### src/rtl/qdr_traffic_gen.sv
`default_nettype none
// ============================================================================
// Module   : qdr_traffic_gen
// Purpose  : Self-checking QDR memory traffic generator. Each pass writes a
//            pattern to every word in [addr_lo, addr_hi], then reads the words
//            back and compares them against the same pattern. Passes alternate
//            pattern polarity. Errors are counted and reported as sticky.
// Optional : `define QDR_TG_ERR_CAPTURE_EN adds err_addr/err_exp/err_got.
//            These ports hold the first miscompare seen after start.
// Ports    : clk, rst_n (sync, active-low)
//            control   : cal_done, start, loop, stop, mode, addr_lo, addr_hi
//            write req : wr_cmd, wr_addr, wr_data, wr_bw_n, wr_rdy
//            read req  : rd_cmd, rd_addr, rd_rdy
//            read ret  : rd_valid, rd_data
//            status    : busy, done, compare_error, err_cnt, pass_cnt
// Revision : 1.0 - initial release
// ============================================================================
module qdr_traffic_gen #(
    parameter int DATA_WIDTH = 36,
    parameter int BW_WIDTH   = DATA_WIDTH / 9,
    parameter int ADDR_WIDTH = 18,
    parameter int RD_DEPTH   = 16
) (
    input  logic                  clk,
    input  logic                  rst_n,
    input  logic                  cal_done,
    input  logic                  start,
    input  logic                  loop,
    input  logic                  stop,
    input  logic [1:0]            mode,
    input  logic [ADDR_WIDTH-1:0] addr_lo,
    input  logic [ADDR_WIDTH-1:0] addr_hi,
    output logic                  wr_cmd,
    output logic [ADDR_WIDTH-1:0] wr_addr,
    output logic [DATA_WIDTH-1:0] wr_data,
    output logic [BW_WIDTH-1:0]   wr_bw_n,
    input  logic                  wr_rdy,
    output logic                  rd_cmd,
    output logic [ADDR_WIDTH-1:0] rd_addr,
    input  logic                  rd_rdy,
    input  logic                  rd_valid,
    input  logic [DATA_WIDTH-1:0] rd_data,
    output logic                  busy,
    output logic                  done,
    output logic                  compare_error,
    output logic [15:0]           err_cnt,
`ifdef QDR_TG_ERR_CAPTURE_EN
    output logic [ADDR_WIDTH-1:0] err_addr,
    output logic [DATA_WIDTH-1:0] err_exp,
    output logic [DATA_WIDTH-1:0] err_got,
`endif
    output logic [15:0]           pass_cnt
);

    localparam int c_ptr_w = $clog2(RD_DEPTH);
    localparam int c_rep   = (DATA_WIDTH + ADDR_WIDTH - 1) / ADDR_WIDTH;

    typedef enum logic [2:0] {
        IDLE     = 3'd0,
        WAIT_CAL = 3'd1,
        WRITE    = 3'd2,
        READ     = 3'd3,
        DRAIN    = 3'd4,
        DONE     = 3'd5
    } state_t;

    // Pattern is purely a function of address and pass parity, so the read
    // side can regenerate the expected word from the queued address alone.
    function automatic logic [DATA_WIDTH-1:0] f_pattern(
        input logic [1:0]            m,
        input logic [ADDR_WIDTH-1:0] a,
        input logic                  p
    );
        logic [c_rep*ADDR_WIDTH-1:0] wide;
        logic [ADDR_WIDTH-1:0]       pos;
        logic [DATA_WIDTH-1:0]       v;
        wide = {c_rep{a}};
        pos  = a % ADDR_WIDTH'(DATA_WIDTH);
        case (m)
            2'd0:    v = wide[DATA_WIDTH-1:0];
            2'd1:    v = {{(DATA_WIDTH-1){1'b0}}, 1'b1} << pos;
            2'd2:    v = ~wide[DATA_WIDTH-1:0];
            default: v = {DATA_WIDTH{a[0]}};
        endcase
        return v ^ {DATA_WIDTH{p}};
    endfunction

    state_t                r_state;
    state_t                w_state_nxt;
    logic [ADDR_WIDTH-1:0] r_addr;
    logic                  r_parity;
    logic                  r_stop_seen;
    logic                  r_cmp_err;
    logic [15:0]           r_err_cnt;
    logic [15:0]           r_pass_cnt;

    logic [ADDR_WIDTH-1:0] r_fifo [RD_DEPTH];
    logic [c_ptr_w-1:0]    r_wptr;
    logic [c_ptr_w-1:0]    r_rptr;
    logic [c_ptr_w:0]      r_count;

    logic                  w_start_acc;
    logic                  w_flush;
    logic                  w_pass_begin;
    logic                  w_drain_exit;
    logic                  w_last;
    logic                  w_wr_fire;
    logic                  w_rd_fire;
    logic                  w_empty;
    logic                  w_full;
    logic                  w_ret;
    logic                  w_pop;
    logic [ADDR_WIDTH-1:0] w_head_addr;
    logic [DATA_WIDTH-1:0] w_exp;
    logic                  w_miscmp;

    assign w_last    = (r_addr == addr_hi);
    assign w_empty   = (r_count == '0);
    assign w_full    = (r_count == (c_ptr_w+1)'(RD_DEPTH));
    assign w_wr_fire = wr_cmd && wr_rdy;
    assign w_rd_fire = rd_cmd && rd_rdy;

    // ------------------------------------------------------------------ FSM
    always_ff @(posedge clk) begin
        if (!rst_n) r_state <= IDLE;
        else        r_state <= w_state_nxt;
    end

    always_comb begin
        w_state_nxt  = r_state;
        w_start_acc  = 1'b0;
        w_flush      = 1'b0;
        w_pass_begin = 1'b0;
        w_drain_exit = 1'b0;
        case (r_state)
            IDLE, DONE: begin
                if (start) begin
                    w_state_nxt = WAIT_CAL;
                    w_start_acc = 1'b1;
                end
            end
            WAIT_CAL: begin
                if (addr_lo > addr_hi) begin
                    w_state_nxt = DONE;
                end else if (cal_done) begin
                    w_state_nxt  = WRITE;
                    w_pass_begin = 1'b1;
                end
            end
            WRITE: begin
                if (!cal_done) begin
                    w_state_nxt = IDLE;
                    w_flush     = 1'b1;
                end else if (w_wr_fire && w_last) begin
                    w_state_nxt = READ;
                end
            end
            READ: begin
                if (!cal_done) begin
                    w_state_nxt = IDLE;
                    w_flush     = 1'b1;
                end else if (w_rd_fire && w_last) begin
                    w_state_nxt = DRAIN;
                end
            end
            DRAIN: begin
                if (!cal_done) begin
                    w_state_nxt = IDLE;
                    w_flush     = 1'b1;
                end else if (w_empty) begin
                    w_drain_exit = 1'b1;
                    // A stop arriving in the exit cycle itself still ends the run.
                    if (loop && !(r_stop_seen || stop)) begin
                        w_state_nxt  = WRITE;
                        w_pass_begin = 1'b1;
                    end else begin
                        w_state_nxt = DONE;
                    end
                end
            end
            default: w_state_nxt = IDLE;
        endcase
    end

    // ------------------------------------------------------------- outputs
    assign busy    = (r_state == WAIT_CAL) || (r_state == WRITE) ||
                     (r_state == READ)     || (r_state == DRAIN);
    assign done    = (r_state == DONE);
    assign wr_cmd  = (r_state == WRITE);
    assign wr_addr = wr_cmd ? r_addr : '0;
    assign wr_data = wr_cmd ? f_pattern(mode, r_addr, r_parity) : '0;
    assign wr_bw_n = '0;
    assign rd_cmd  = (r_state == READ) && !w_full;
    assign rd_addr = (r_state == READ) ? r_addr : '0;

    assign compare_error = r_cmp_err;
    assign err_cnt       = r_err_cnt;
    assign pass_cnt      = r_pass_cnt;

    // ------------------------------------------------------ address / pass
    always_ff @(posedge clk) begin
        if (!rst_n) begin
            r_addr <= '0;
        end else if (w_pass_begin) begin
            r_addr <= addr_lo;
        end else if ((r_state == WRITE) && w_wr_fire) begin
            r_addr <= w_last ? addr_lo : r_addr + ADDR_WIDTH'(1);
        end else if ((r_state == READ) && w_rd_fire && !w_last) begin
            r_addr <= r_addr + ADDR_WIDTH'(1);
        end
    end

    always_ff @(posedge clk) begin
        if (!rst_n || w_start_acc) begin
            r_parity    <= 1'b0;
            r_stop_seen <= 1'b0;
            r_pass_cnt  <= '0;
        end else begin
            if (stop && busy)  r_stop_seen <= 1'b1;
            if (w_drain_exit) begin
                r_parity   <= ~r_parity;
                r_pass_cnt <= r_pass_cnt + 16'd1;
            end
        end
    end

    // ------------------------------------------------- outstanding-read FIFO
    // Returns are ignored in IDLE so that late data from an abandoned run
    // (after reset or calibration loss) is neither compared nor counted.
    assign w_ret       = rd_valid && (r_state != IDLE);
    assign w_pop       = w_ret && !w_empty;
    assign w_head_addr = r_fifo[r_rptr];

    always_ff @(posedge clk) begin
        if (w_rd_fire) r_fifo[r_wptr] <= r_addr;
    end

    always_ff @(posedge clk) begin
        if (!rst_n || w_flush || w_start_acc) begin
            r_wptr  <= '0;
            r_rptr  <= '0;
            r_count <= '0;
        end else begin
            if (w_rd_fire) r_wptr <= r_wptr + c_ptr_w'(1);
            if (w_pop)     r_rptr <= r_rptr + c_ptr_w'(1);
            case ({w_rd_fire, w_pop})
                2'b10:   r_count <= r_count + (c_ptr_w+1)'(1);
                2'b01:   r_count <= r_count - (c_ptr_w+1)'(1);
                default: r_count <= r_count;
            endcase
        end
    end

    // ------------------------------------------------------------- compare
    assign w_exp    = f_pattern(mode, w_head_addr, r_parity);
    assign w_miscmp = w_ret && (w_empty || (rd_data != w_exp));

    always_ff @(posedge clk) begin
        if (!rst_n || w_start_acc) begin
            r_cmp_err <= 1'b0;
            r_err_cnt <= '0;
        end else if (w_miscmp) begin
            r_cmp_err <= 1'b1;
            if (r_err_cnt != 16'hFFFF) r_err_cnt <= r_err_cnt + 16'd1;
        end
    end

`ifdef QDR_TG_ERR_CAPTURE_EN
    logic                  r_cap_vld;
    logic [ADDR_WIDTH-1:0] r_err_addr;
    logic [DATA_WIDTH-1:0] r_err_exp;
    logic [DATA_WIDTH-1:0] r_err_got;

    // Empty-FIFO errors have no address to attribute, so addr/exp read as 0.
    always_ff @(posedge clk) begin
        if (!rst_n || w_start_acc) begin
            r_cap_vld  <= 1'b0;
            r_err_addr <= '0;
            r_err_exp  <= '0;
            r_err_got  <= '0;
        end else if (w_miscmp && !r_cap_vld) begin
            r_cap_vld  <= 1'b1;
            r_err_addr <= w_empty ? '0 : w_head_addr;
            r_err_exp  <= w_empty ? '0 : w_exp;
            r_err_got  <= rd_data;
        end
    end

    assign err_addr = r_err_addr;
    assign err_exp  = r_err_exp;
    assign err_got  = r_err_got;
`endif

endmodule
`default_nettype wire

### config.mk
export PLATFORM = sky130hd
export DESIGN_NAME = qdr_traffic_gen
export DESIGN_NICKNAME = d
export VERILOG_FILES = /design/src/rtl/qdr_traffic_gen.sv
export SDC_FILE = /design/constraint.sdc
export NUM_CORES = 1
export LEC_CHECK = 0
export ABC_AREA = 1
export BUFFER_PORTS_ARGS = -buffer_cell sky130_fd_sc_hd__buf_2
export CAP_MARGIN = 20
export CORE_ASPECT_RATIO = 0.6
export CORE_UTILIZATION = 46
export CTS_BUF_LIST = sky130_fd_sc_hd__clkbuf_4 sky130_fd_sc_hd__clkbuf_8 sky130_fd_sc_hd__clkbuf_16
export DETAILED_ROUTE_END_ITERATION = 7
export PLACE_DENSITY_LB_ADDON = 0.05
export SLEW_MARGIN = 15
export SYNTH_ARGS = -nofsm -noshare
export SYNTH_HDL_FRONTEND = slang
export SYNTH_SLANG_ARGS = --single-unit
### constraint.sdc
create_clock -name clk -period 6.96 [get_ports clk]
set_clock_uncertainty 0.05 [all_clocks]
set_input_delay 0.348 -clock clk [delete_from_list [all_inputs] [get_ports clk]]
set_output_delay 0.348 -clock clk [all_outputs]
set_load 0.05 [all_outputs]
Yosys cells after proc, flatten, opt, wreduce, memory -nomap -nowiden

Memories as Yosys holds them, arrays and structs flattened. A register that Yosys moved wholly into a read port is not among the register bits.
Index checks and enable logic that the tools add are counted.

Register bits: 69
RAM bits: 288
Input bits: 83
Output and inout port bits: 113
Word-level logic and storage cells: 120
Memories: 1

Add/sub/neg operators: 7
Div/mod/pow operators: 2
$lt $le $gt $ge: 1
Equality and inequality tests: 18
Shift-type cells: 2
Muxes and demuxes: 38
Bitwise logic cells: 5
Reductions and logical operators: 36

Memory list:

| memory | words | bits a word | rd ports | clocked after memory_dff | write ports | line | source |
|---|---|---|---|---|---|---|---|
| r_fifo | 16    | 18          | 1        | 1                        | 1           | 97   | `logic [ADDR_WIDTH-1:0] r_fifo [RD_DEPTH];` |

Operators with widths:

| operator                                          | count |
|---|---|
| case mux 36 bit (3 select lines)                  | 2 |
| 2-to-1 mux 18 bit                                 | 6 |
| NOT 36 bit                                        | 2 |
| left shift 1 x 18 -> 36 bit, first input constant | 2 |
| bitwise XOR 36 bit                                | 2 |
| modulo 18 x 6 -> 18 bit, second input constant    | 2 |
| 2-to-1 mux 36 bit                                 | 1 |
| != test 36 bit                                    | 1 |
| adder 16 x 1 -> 16 bit, second input constant     | 2 |
| 2-to-1 mux 3 bit                                  | 10 |
| adder 18 x 1 -> 18 bit, second input constant     | 1 |
| == test 18 bit                                    | 1 |
| > comparator 18 bit                               | 1 |
| != test 16 bit, second input constant             | 1 |
| case mux 3 bit (5 select lines)                   | 1 |
| 2-to-1 mux 1 bit                                  | 14 |
| logical AND 1 bit                                 | 13 |
| case mux 5 bit (2 select lines)                   | 1 |
| != test 3 bit, second input constant              | 3 |
| adder 4 x 1 -> 4 bit, second input constant       | 2 |
| logical OR 1 bit                                  | 8 |
| 2-to-1 mux 4 bit                                  | 2 |
| == test 3 x 2 -> 1 bit, second input constant     | 2 |
| == test 3 bit, second input constant              | 2 |
| other kinds (20)                                  | 27 |

Depth between registers and ports, before layout

Gate-level depths: netlist of the first run.

Depth in word-level cells: 9
Gate-level depth with buffers: 90
Depth with buffers taken out: 88

Worst setup path before layout of the first run

OpenSTA, ideal clock, no wires.

Path kind: reg2out
From: reg r_addr[15]
To: out wr_data[11]
Data arrival time: 7830 ps
Required time: 6562 ps
Setup slack: -1268 ps
Cell stages (with the launch flop): 77
Buffers on the path: 2
Cells stage by stage: dfxtp_1 > buf_6 > clkinv_2 > nand2_1 > nor2_2 > nor2_2 > nand2_2 > o21ai_2 > nor2_1 > nand2_1 > nand2_2 > nand2_2 > nand2_1 > nand2_1 > xor2_1 > inv_2 > nand2_2 > nand2_2 > (+41 left out) > nand2_2 > nand2_2 > o21ai_1 > nand2_2 > nand2_1 > nand2_2 > inv_4 > nand2_2 > nand2_1 > nand2_1 > nand2_2 > inv_2 > nor2_4 > buf_6 > nand2_2 > nand2_2 > nand3_1 > a21oi_1

Word-level cells in the longest chain between the ends: 5

RTL lines:

| element                          | line | source |
|---|---|---|
| start, declared                  | 90   | `logic [ADDR_WIDTH-1:0] r_addr;` |
| start signal, assigned           | 205  | `r_addr <= addr_lo;` |
| start signal, assigned           | 207  | `r_addr <= w_last ? addr_lo : r_addr + ADDR_WIDTH'(1);` |
| start signal, assigned           | 209  | `r_addr <= r_addr + ADDR_WIDTH'(1);` |
| modulo 18 x 6 -> 18 bit          | 78   | `pos = a % ADDR_WIDTH'(DATA_WIDTH);` |
| left shift 1 x 18 -> 36 bit      | 81   | `2'd1: v = {{(DATA_WIDTH-1){1'b0}}, 1'b1} << pos;` |
| case mux 36 bit (3 select lines) | 79   | `case (m)` |
| bitwise XOR 36 bit               | 85   | `return v ^ {DATA_WIDTH{p}};` |
| 2-to-1 mux 36 bit                | 191  | `assign wr_data = wr_cmd ? f_pattern(mode, r_addr, r_parity) : '0;` |
| end, declared                    | 35   | `output logic [DATA_WIDTH-1:0] wr_data,` |

No other way between the ends.

Final worst setup path of the first run

From: reg r_addr[15]
To: out wr_data[21]

The elaborated chain is that of the path after synthesis.

==> results.sh, run 1 <==
export IMPL_routabilityCongestion=0.944
export IMPL_clk_path_buf_depth=3
export IMPL_cts_sinks=361
export IMPL_rrSetupSlack_ns=-1.74
export IMPL_grt_ovfl_total=0
export IMPL_cp_data_arrival_time_ns=8.33
export IMPL_cpMostUsedCell="nand2_2"
export IMPL_hold_path_endpoint="r_addr[3]"
export IMPL_wirelength_microns=74500
export IMPL_synth_cells=2852
export IMPL_grt_setup_unrepaired="yes"
export IMPL_ys_async_sr_fraction=0
export IMPL_drtIter0Drc=2284
export IMPL_io_pins=196
export IMPL_finalSetupViolations=53
export IMPL_synth_area_top_cells="edfxtp_1, nand2_1, dfxtp_1"
export IMPL_place_area_sq_um=25400
export IMPL_status="finished, violations left"
export IMPL_dieArea_sq_um=49000
export IMPL_firstDrtPassIters=6
export IMPL_antenna_found_initial=2
export IMPL_period_share=1.25
export IMPL_syn2layout_area_growth_pct=27.3
export IMPL_slew_viol_final=0
export IMPL_cts_root_buf="clkbuf_16"
export IMPL_rows=61
export IMPL_cp_start_kind="register"
export IMPL_grt_start_max_net_pins=79
export IMPL_hold_depth=3
export IMPL_clock_latency_ns=0.56
export IMPL_synth_commonest_cells="nand2_1, nor2_1, edfxtp_1, nand3_1, inv_1"
export IMPL_synth_compound_area_frac=0.123
export IMPL_numCtsBuffers=36
export IMPL_tightest_slew_ns=1.11
export IMPL_yosys_area_share_xor_xnor=0.0275
export IMPL_end_kind="primary output"
export IMPL_critPathKind="reg -> out"
export IMPL_regArea_sq_um=10100
export IMPL_synth_top_family_by_area="simple AND/OR/NAND/NOR gates"
export IMPL_hold_class="in -> reg"
export IMPL_crit_fanout=6
export IMPL_wire_per_inst_microns=19.3
export IMPL_start_util=0.473
export IMPL_cts_tree="built"
export IMPL_drv_cap=0
export IMPL_clk_pin_slew_ns=0.07
export IMPL_die_h_microns=172
export IMPL_max_slew_margin=0.261
export IMPL_ant_nets=0
export IMPL_synth_fa_ha_area_frac=0.0184
export IMPL_setup_slack_ns=-1.76
export IMPL_dp_hpwl_microns=50700
export IMPL_synth_enable_flop_cells=288
export IMPL_fmax_ghz=0.115
export IMPL_yosys_warnings=0
export IMPL_final_cell_area_sq_um=28200
export IMPL_synthSimpleGateAreaFrac=0.297
export IMPL_grt_pass1_vias=19100
export IMPL_cp_required_ns=6.56
export IMPL_multi_input_area_sq_um=11700
export IMPL_syn_avg_cell_area_sq_um=7.76
export IMPL_syn_area_sq_um=22100
export IMPL_synth_cell_types=62
export IMPL_portBuffers=191
export IMPL_die_width_microns=285
export IMPL_slowest_stage="dfxtp_4"
export IMPL_ys_seq_elements=361
export IMPL_ys_seq_area_frac=0.457
export IMPL_yosysMostFrequentCell="nand2_1"
export IMPL_r2r_end="err_cnt[9]"
export IMPL_period_needed_ns=8.72
export IMPL_htreeDepth=2
export IMPL_netlist_area_leader_share=0.391
export IMPL_min_from="addr_lo[3]"
export IMPL_post_synth_mux_area_share=0.000904
export IMPL_reg2regPathDepth=75
export IMPL_grt_pass1_wl_microns=110000
export IMPL_synth_flop_cell="edfxtp_1"
export IMPL_dr_total_vias=21400
export IMPL_drt_vias_per_instance=5.55
export IMPL_drive_gt1_frac=0.269
export IMPL_fillCellCount=4158
export IMPL_hold_viol_final=0
export IMPL_hold_slack_ns=0.0984
export IMPL_drc_errors=0
export IMPL_fin_util=0.602
export IMPL_finalSetupTns_ns=-89.69
export IMPL_core_sq_um=46900
export IMPL_cpPeakStageDelay_ns=0.36
export IMPL_violations="setup timing"
export IMPL_grtUsageTotal=0.289
export IMPL_fin_nets=3316
export IMPL_yosys_area_top_type="edfxtp_1"
flip-flops by register name, summed over array words and instances (netlist names), named ones only:
signal / cells
r_rptr: 4
r_fifo: 288
r_stop_seen: 1
pass_cnt: 16
r_addr: 18
r_state: 3
r_wptr: 4
err_cnt: 16
compare_error: 1
r_count: 5
r_parity: 1
critical path, delay by kind of cell (launching register included):
| kind | cells | cell delay [ns] |
|---|---|---|
| compound gates | 8 | 1.26 |
| flops | 1 | 0.36 |
| simple gates | 45 | 3.89 |
| xor+xnor | 2 | 0.37 |
| buf+inv | 15 | 1.88 |
cell type report:
cell class | instances | area share
flip-flops and latches | 361 | 0.359
repair buffers | 441 | 0.119
multi-input cells | 2104 | 0.415
inverters | 257 | 0.0350
well taps | 630 | 0.0280
diodes | 1 | 0.0000888
clock inverters | 14 | 0.00648
clock buffers | 50 | 0.0365
per-stage QoR:
step,setup WS (ns),cells
after global placement,-1.11,3741
after global routing,-2.49,3858
after floorplan,-0.695,2855
after detailed placement,-1.35,3742
after CTS,-1.65,3829
final,-1.76,3858
cells by family after synthesis:
| family | count (synthesis) |
|---|---|
| and+or+nand+nor | 1521 |
| other | 1 |
| DFF | 361 |
| buffers and inverters | 395 |
| muxes | 2 |
| adders and majority gates | 32 |
| xor gates and xnor gates | 67 |
| AOI/OAI and AO/OA | 473 |
how the worst max path moves through the flow:
stage                     from          end  slack, ns  depth (start not counted)
finish              r_addr[15]  wr_data[21]      -1.76                         70
global route        r_addr[15]  wr_data[21]      -2.49                         75
CTS                 r_addr[15]  wr_data[21]      -1.65                         79
detailed placement    register   err_cnt[8]      -1.35                         76
global placement    r_addr[15]  wr_data[18]      -1.11                         77
floorplan           r_addr[15]  wr_data[11]      -0.69                         76
layer usage:
metal	vias to the layer above	wire [microns]	global-route usage
met3	101	5900	0.0431
li1	10300	-	-
met4	0	1470	0.0663
met2	859	32500	0.430
met1	10100	34700	0.440
met5	-	0	0
layout by cell type (no fill, tap or decap), drive strengths merged, types with 14 or more instances in the layout:
| cell type | count |
|---|---|
| a21oi | 131 |
| buf | 434 |
| clkbuf | 56 |
| clkinv | 20 |
| dfxtp | 73 |
| edfxtp | 288 |
| ha | 31 |
| inv | 246 |
| nand2 | 802 |
| nand3 | 252 |
| nand4 | 49 |
| nor2 | 373 |
| nor3 | 26 |
| o211ai | 26 |
| o21ai | 229 |
| o221ai | 38 |
| o22ai | 14 |
| xnor2 | 19 |
| xor2 | 48 |
timing repair:
| action | in CTS | in global routing |
|---|---|---|
| hold buffers | 1 | 0 |
| buffers inserted | 17 | 20 |
| pin swaps | 21 | 88 |
| cloned | 5 | 8 |
| resized for setup | 108 | 192 |
| endpoints found under the hold margin | 1 | 0 |
| setup endpoints to repair | 53 | 53 |
Power of run 1 is not shown: default switching activity piles up to over one toggle a cycle in this logic, so the estimate is an artifact.
==> run 2: changes to the inputs <==
PLACE_DENSITY_LB_ADDON = 0.1   (was 0.05)
==> run 2 against run 1 <==
  * The flow still finishes with violations (setup timing)
  * Maximum frequency is 3.6% lower
  * First-iteration DRC count decreased by 5.8%
  * Final cell count up 0.88%
  * Cell area up 2.1%
  * Clock-buffer cell count is 4 lower
  * Wire length is 0.19% higher
  * Highest routed layer unchanged
  * Flip-flop and latch count is the same
  * Via count increased by 1.3%
  * Critical path type unchanged
==> results.sh, run 2 (same netlist as run 1, synthesis figures left out) <==
export IMPL_wirelength_microns=74700
export IMPL_multi_input_area_sq_um=12000
export IMPL_dieArea_sq_um=49000
export IMPL_cp_data_arrival_time_ns=8.65
export IMPL_place_area_sq_um=25400
export IMPL_cts_root_buf="clkbuf_16"
export IMPL_reg2regPathDepth=78
export IMPL_fillCellCount=4088
export IMPL_end_kind="primary output"
export IMPL_fin_nets=3349
export IMPL_hold_depth=3
export IMPL_critPathKind="reg -> out"
export IMPL_cpPeakStageDelay_ns=0.32
export IMPL_dp_cells=3758
export IMPL_largest_reg_flops=288
export IMPL_drv_cap=0
export IMPL_clk_path_buf_depth=3
export IMPL_top_register="r_fifo"
export IMPL_portBuffers=191
export IMPL_cts_tree="built"
export IMPL_cp_start_kind="register"
export IMPL_violations="setup timing"
export IMPL_place_ws_ns=-1.63
export IMPL_hold_viol_final=0
export IMPL_layout_commonest_cell="nand2_1"
export IMPL_grt_ovfl_total=0
export IMPL_regArea_sq_um=10100
export IMPL_clk_pin_slew_ns=0.06
export IMPL_period_share=1.30
export IMPL_r2r_end="err_cnt[4]"
export IMPL_grt_start_max_net_pins=82
export IMPL_cp_required_ns=6.56
export IMPL_min_from="stop"
export IMPL_syn2layout_area_growth_pct=29.9
export IMPL_die_width_microns=285
export IMPL_routabilityCongestion=0.941
export IMPL_hold_class="in -> reg"
export IMPL_cts_sinks=361
export IMPL_antenna_found_initial=0
export IMPL_drive_gt1_frac=0.301
export IMPL_rows=61
export IMPL_tightest_slew_ns=1.11
export IMPL_start_util=0.473
export IMPL_max_slew_margin=0.261
export IMPL_numCtsBuffers=36
export IMPL_crit_fanout=5
export IMPL_ant_nets=0
export IMPL_grt_pass1_vias=19500
export IMPL_finalSetupViolations=53
export IMPL_reg_top3="r_fifo x288, r_addr x18"
export IMPL_io_pins=196
export IMPL_finalSetupTns_ns=-97.03
export IMPL_fmax_ghz=0.111
export IMPL_crit_start="r_addr[14]"
export IMPL_grtUsageTotal=0.290
export IMPL_slew_viol_final=0
export IMPL_grt_pass1_wl_microns=111000
export IMPL_final_cell_area_sq_um=28800
export IMPL_period_needed_ns=9.05
export IMPL_clock_latency_ns=0.55
export IMPL_rrSetupSlack_ns=-1.55
export IMPL_setup_slack_ns=-2.09
export IMPL_final_cell_mix="nand2_1, nor2_1, edfxtp_1"
export IMPL_die_h_microns=172
export IMPL_drt_vias_per_instance=5.57
export IMPL_final_cells=3892
export IMPL_grt_setup_unrepaired="yes"
export IMPL_drc_errors=0
export IMPL_dr_total_vias=21700
export IMPL_firstDrtPassIters=6
export IMPL_htreeDepth=2
export IMPL_drtIter0Drc=2151
export IMPL_hold_path_endpoint="r_stop_seen"
export IMPL_wire_per_inst_microns=19.2
export IMPL_cpMostUsedCell="nand2_2"
export IMPL_core_sq_um=46900
export IMPL_dp_hpwl_microns=50900
export IMPL_slowest_stage="dfxtp_2"
export IMPL_status="finished, violations left"
==> run 2: changes by cell type in the layout (fill, tap and decap cells not counted), sizes merged <==
cell / previous run / this run
clkinvlp: 2 / 3
bufinv: 3 / 7
nand2: 802 / 801
nand3: 252 / 251
clkinv: 20 / 21
clkbuf: 56 / 50
dlygate4sd3: 1 / 0
buf: 434 / 471
==> run 2: area by class of cell <==
type,instances,share of cell area
flip-flops and latches,361,0.352
inverters,257,0.0345
clock buffers,46,0.0347
well taps,630,0.0274
diodes,1,0.0000870
clock inverters,19,0.0110
multi-input cells,2102,0.416
repair buffers,475,0.124
repair inverters,1,0.000261
==> run 2: per-layer routing <==
layer,track usage,wire length [microns],vias to the layer above
li1,-,-,10400
met3,0.0393,6210,137
met2,0.445,32800,893
met4,0.0793,2050,0
met1,0.427,33600,10300
met5,0,0,-
==> run 2: through the flow <==
stage          hold WS (ns)   util
2_1_floorplan         0.387      -
3_3_place_gp          0.383  0.543
3_5_place_dp          0.386  0.543
4_1_cts              0.0237  0.594
5_1_grt              0.0466  0.614
6_report             0.0344  0.614
==> run 2: critical path: cells and delay by family, from the launching register on <==
kind                      cells  cell delay, ns
buffers and inverters         8            0.80
xor gates and xnor gates      3            0.52
AOI/OAI and AO/OA             4            0.34
DFF                           1            0.32
and+or+nand+nor              63            6.11
==> run 2: worst max path at each step <==
stage                     cells past startpoint          end  slack [ns]
after floorplan                              76  wr_data[11]       -0.69
after global placement                       79   err_cnt[1]       -1.31
after detailed placement                     78  err_cnt[10]       -1.63
after CTS                                    79  wr_data[29]       -1.66
after global routing                         79  wr_data[26]       -2.66
final                                        78  wr_data[29]       -2.09
==> run 2: repair_timing <==
action                     4_1_cts  5_1_grt
pin swaps                       52      135
resized for setup              216      183
hold buffers                     0        0
cloned                           5        4
buffers inserted                33       28
setup endpoints to repair       53       53
Power of run 2 is left out for the same reason.
==> run 3: changes to the inputs <==
clock period = 7.3 ns   (was 6.96 ns; I/O delays follow)
==> run 3 against run 2 <==
  * The flow still finishes with violations (setup timing)
  * Utilization is 1.9 points higher
  * Critical path depth is 2 lower
  * Setup slack better by 0.51 ns
  * Via count is 0.23% lower
  * Final cell count is 0.26% higher
  * Register-to-register slack better by 0.31 ns
  * Die area stayed put
==> results.sh, run 3 (same netlist as run 1, synthesis figures left out) <==
export IMPL_status="finished, violations left"
export IMPL_violations="setup timing"
export IMPL_fillCellCount=3982
export IMPL_min_from="stop"
export IMPL_die_width_microns=285
export IMPL_period_share=1.22
export IMPL_drc_errors=0
export IMPL_layout_commonest_cell="nand2_1"
export IMPL_numCtsBuffers=36
export IMPL_cts_hold_buf=0
export IMPL_period_needed_ns=8.88
export IMPL_dr_total_vias=21600
export IMPL_cp_top_family="simple AND/OR/NAND/NOR gates"
export IMPL_slowest_stage="dfxtp_4"
export IMPL_cp_start_kind="register"
export IMPL_cpPeakStageDelay_ns=0.36
export IMPL_cts_tree="built"
export IMPL_grt_pass1_wl_microns=112000
export IMPL_wire_per_inst_microns=19.2
export IMPL_clock_latency_ns=0.55
export IMPL_setup_slack_ns=-1.58
export IMPL_grt_setup_unrepaired="yes"
export IMPL_io_pins=196
export IMPL_start_util=0.473
export IMPL_dp_hpwl_microns=50500
export IMPL_cp_data_arrival_time_ns=8.46
export IMPL_drv_cap=0
export IMPL_rrSetupSlack_ns=-1.24
export IMPL_rows=61
export IMPL_cp_required_ns=6.88
export IMPL_finalSetupTns_ns=-74.52
export IMPL_fmax_ghz=0.113
export IMPL_wirelength_microns=75000
export IMPL_dp_cells=3738
export IMPL_firstDrtPassIters=6
export IMPL_core_sq_um=46900
export IMPL_final_cell_area_sq_um=29600
export IMPL_finalSetupViolations=53
export IMPL_ant_nets=0
export IMPL_reg_top3="r_fifo x288, r_addr x18"
export IMPL_largest_reg_flops=288
export IMPL_clk_path_buf_depth=3
export IMPL_hold_viol_final=0
export IMPL_critPathKind="reg -> out"
export IMPL_end_kind="primary output"
export IMPL_clk_pin_slew_ns=0.07
export IMPL_routabilityCongestion=0.939
export IMPL_cpMostUsedCell="nand2_4"
export IMPL_cts_sinks=361
export IMPL_grtUsageTotal=0.292
export IMPL_portBuffers=191
export IMPL_grt_start_max_net_pins=77
export IMPL_grt_ovfl_total=0
export IMPL_multi_input_area_sq_um=12500
export IMPL_hold_class="in -> reg"
export IMPL_antenna_found_initial=7
export IMPL_drtIter0Drc=2291
export IMPL_regArea_sq_um=10100
export IMPL_place_area_sq_um=25300
export IMPL_tightest_slew_ns=1.13
export IMPL_final_cells=3902
export IMPL_drt_vias_per_instance=5.54
export IMPL_fin_nets=3353
export IMPL_final_cell_mix="nand2_1, edfxtp_1, nor2_1"
export IMPL_slew_viol_final=0
export IMPL_die_h_microns=172
export IMPL_drive_gt1_frac=0.325
export IMPL_top_register="r_fifo"
export IMPL_grt_pass1_vias=19900
export IMPL_syn2layout_area_growth_pct=33.9
export IMPL_max_slew_margin=0.245
export IMPL_path_buf_inv=15
export IMPL_dieArea_sq_um=49000
export IMPL_htreeDepth=2
export IMPL_hold_slack_ns=0.0517
export IMPL_cts_root_buf="clkbuf_16"
export IMPL_crit_start="r_addr[15]"
export IMPL_crit_fanout=5
-- run 3: worst min-delay path, stage by stage --
cell,delay [ns]
buf_2,0.10
a21oi_1,0.07
nor2_1,0.08
-- run 3: timing repair --
action / 4_1_cts / 5_1_grt
gates resized for setup: 373 / 197
setup buffers: 54 / 25
pin swaps: 106 / 132
cloned: 10 / 1
setup endpoints to repair: 53 / 53
-- run 3: final cells by class --
cell class | instances | area share
clock buffer | 44 | 0.0336
sequential | 361 | 0.342
tap | 630 | 0.0266
antenna | 6 | 0.000507
inverter | 257 | 0.0347
timing repair buffer | 479 | 0.129
multi-input combinational | 2103 | 0.423
clock inverter | 22 | 0.0108
-- run 3: worst paths after layout --
kind                  endpoint  cells past startpoint
setup reg to reg   err_cnt[15]                     79
setup / recovery    wr_data[6]                     76
hold / removal     r_stop_seen                      3
hold reg to reg   pass_cnt[15]                      1
-- run 3: metal layers --
layer	up-vias	GRT usage	routed length, microns
li1	10400	-	-
met2	859	0.439	33100
met5	-	0.0110	82
met1	10200	0.427	33600
met3	117	0.0546	6540
met4	4	0.0811	1700
-- run 3: through the flow --
| step | util | setup WS [ns] |
|---|---|---|
| CTS | 0.609 | -1.35 |
| global route | 0.632 | -2.23 |
| detailed placement | 0.540 | -1.12 |
| finish | 0.633 | -1.58 |
| floorplan | - | -0.372 |
| global placement | 0.540 | -0.874 |
Power of run 3 is left out for the same reason.
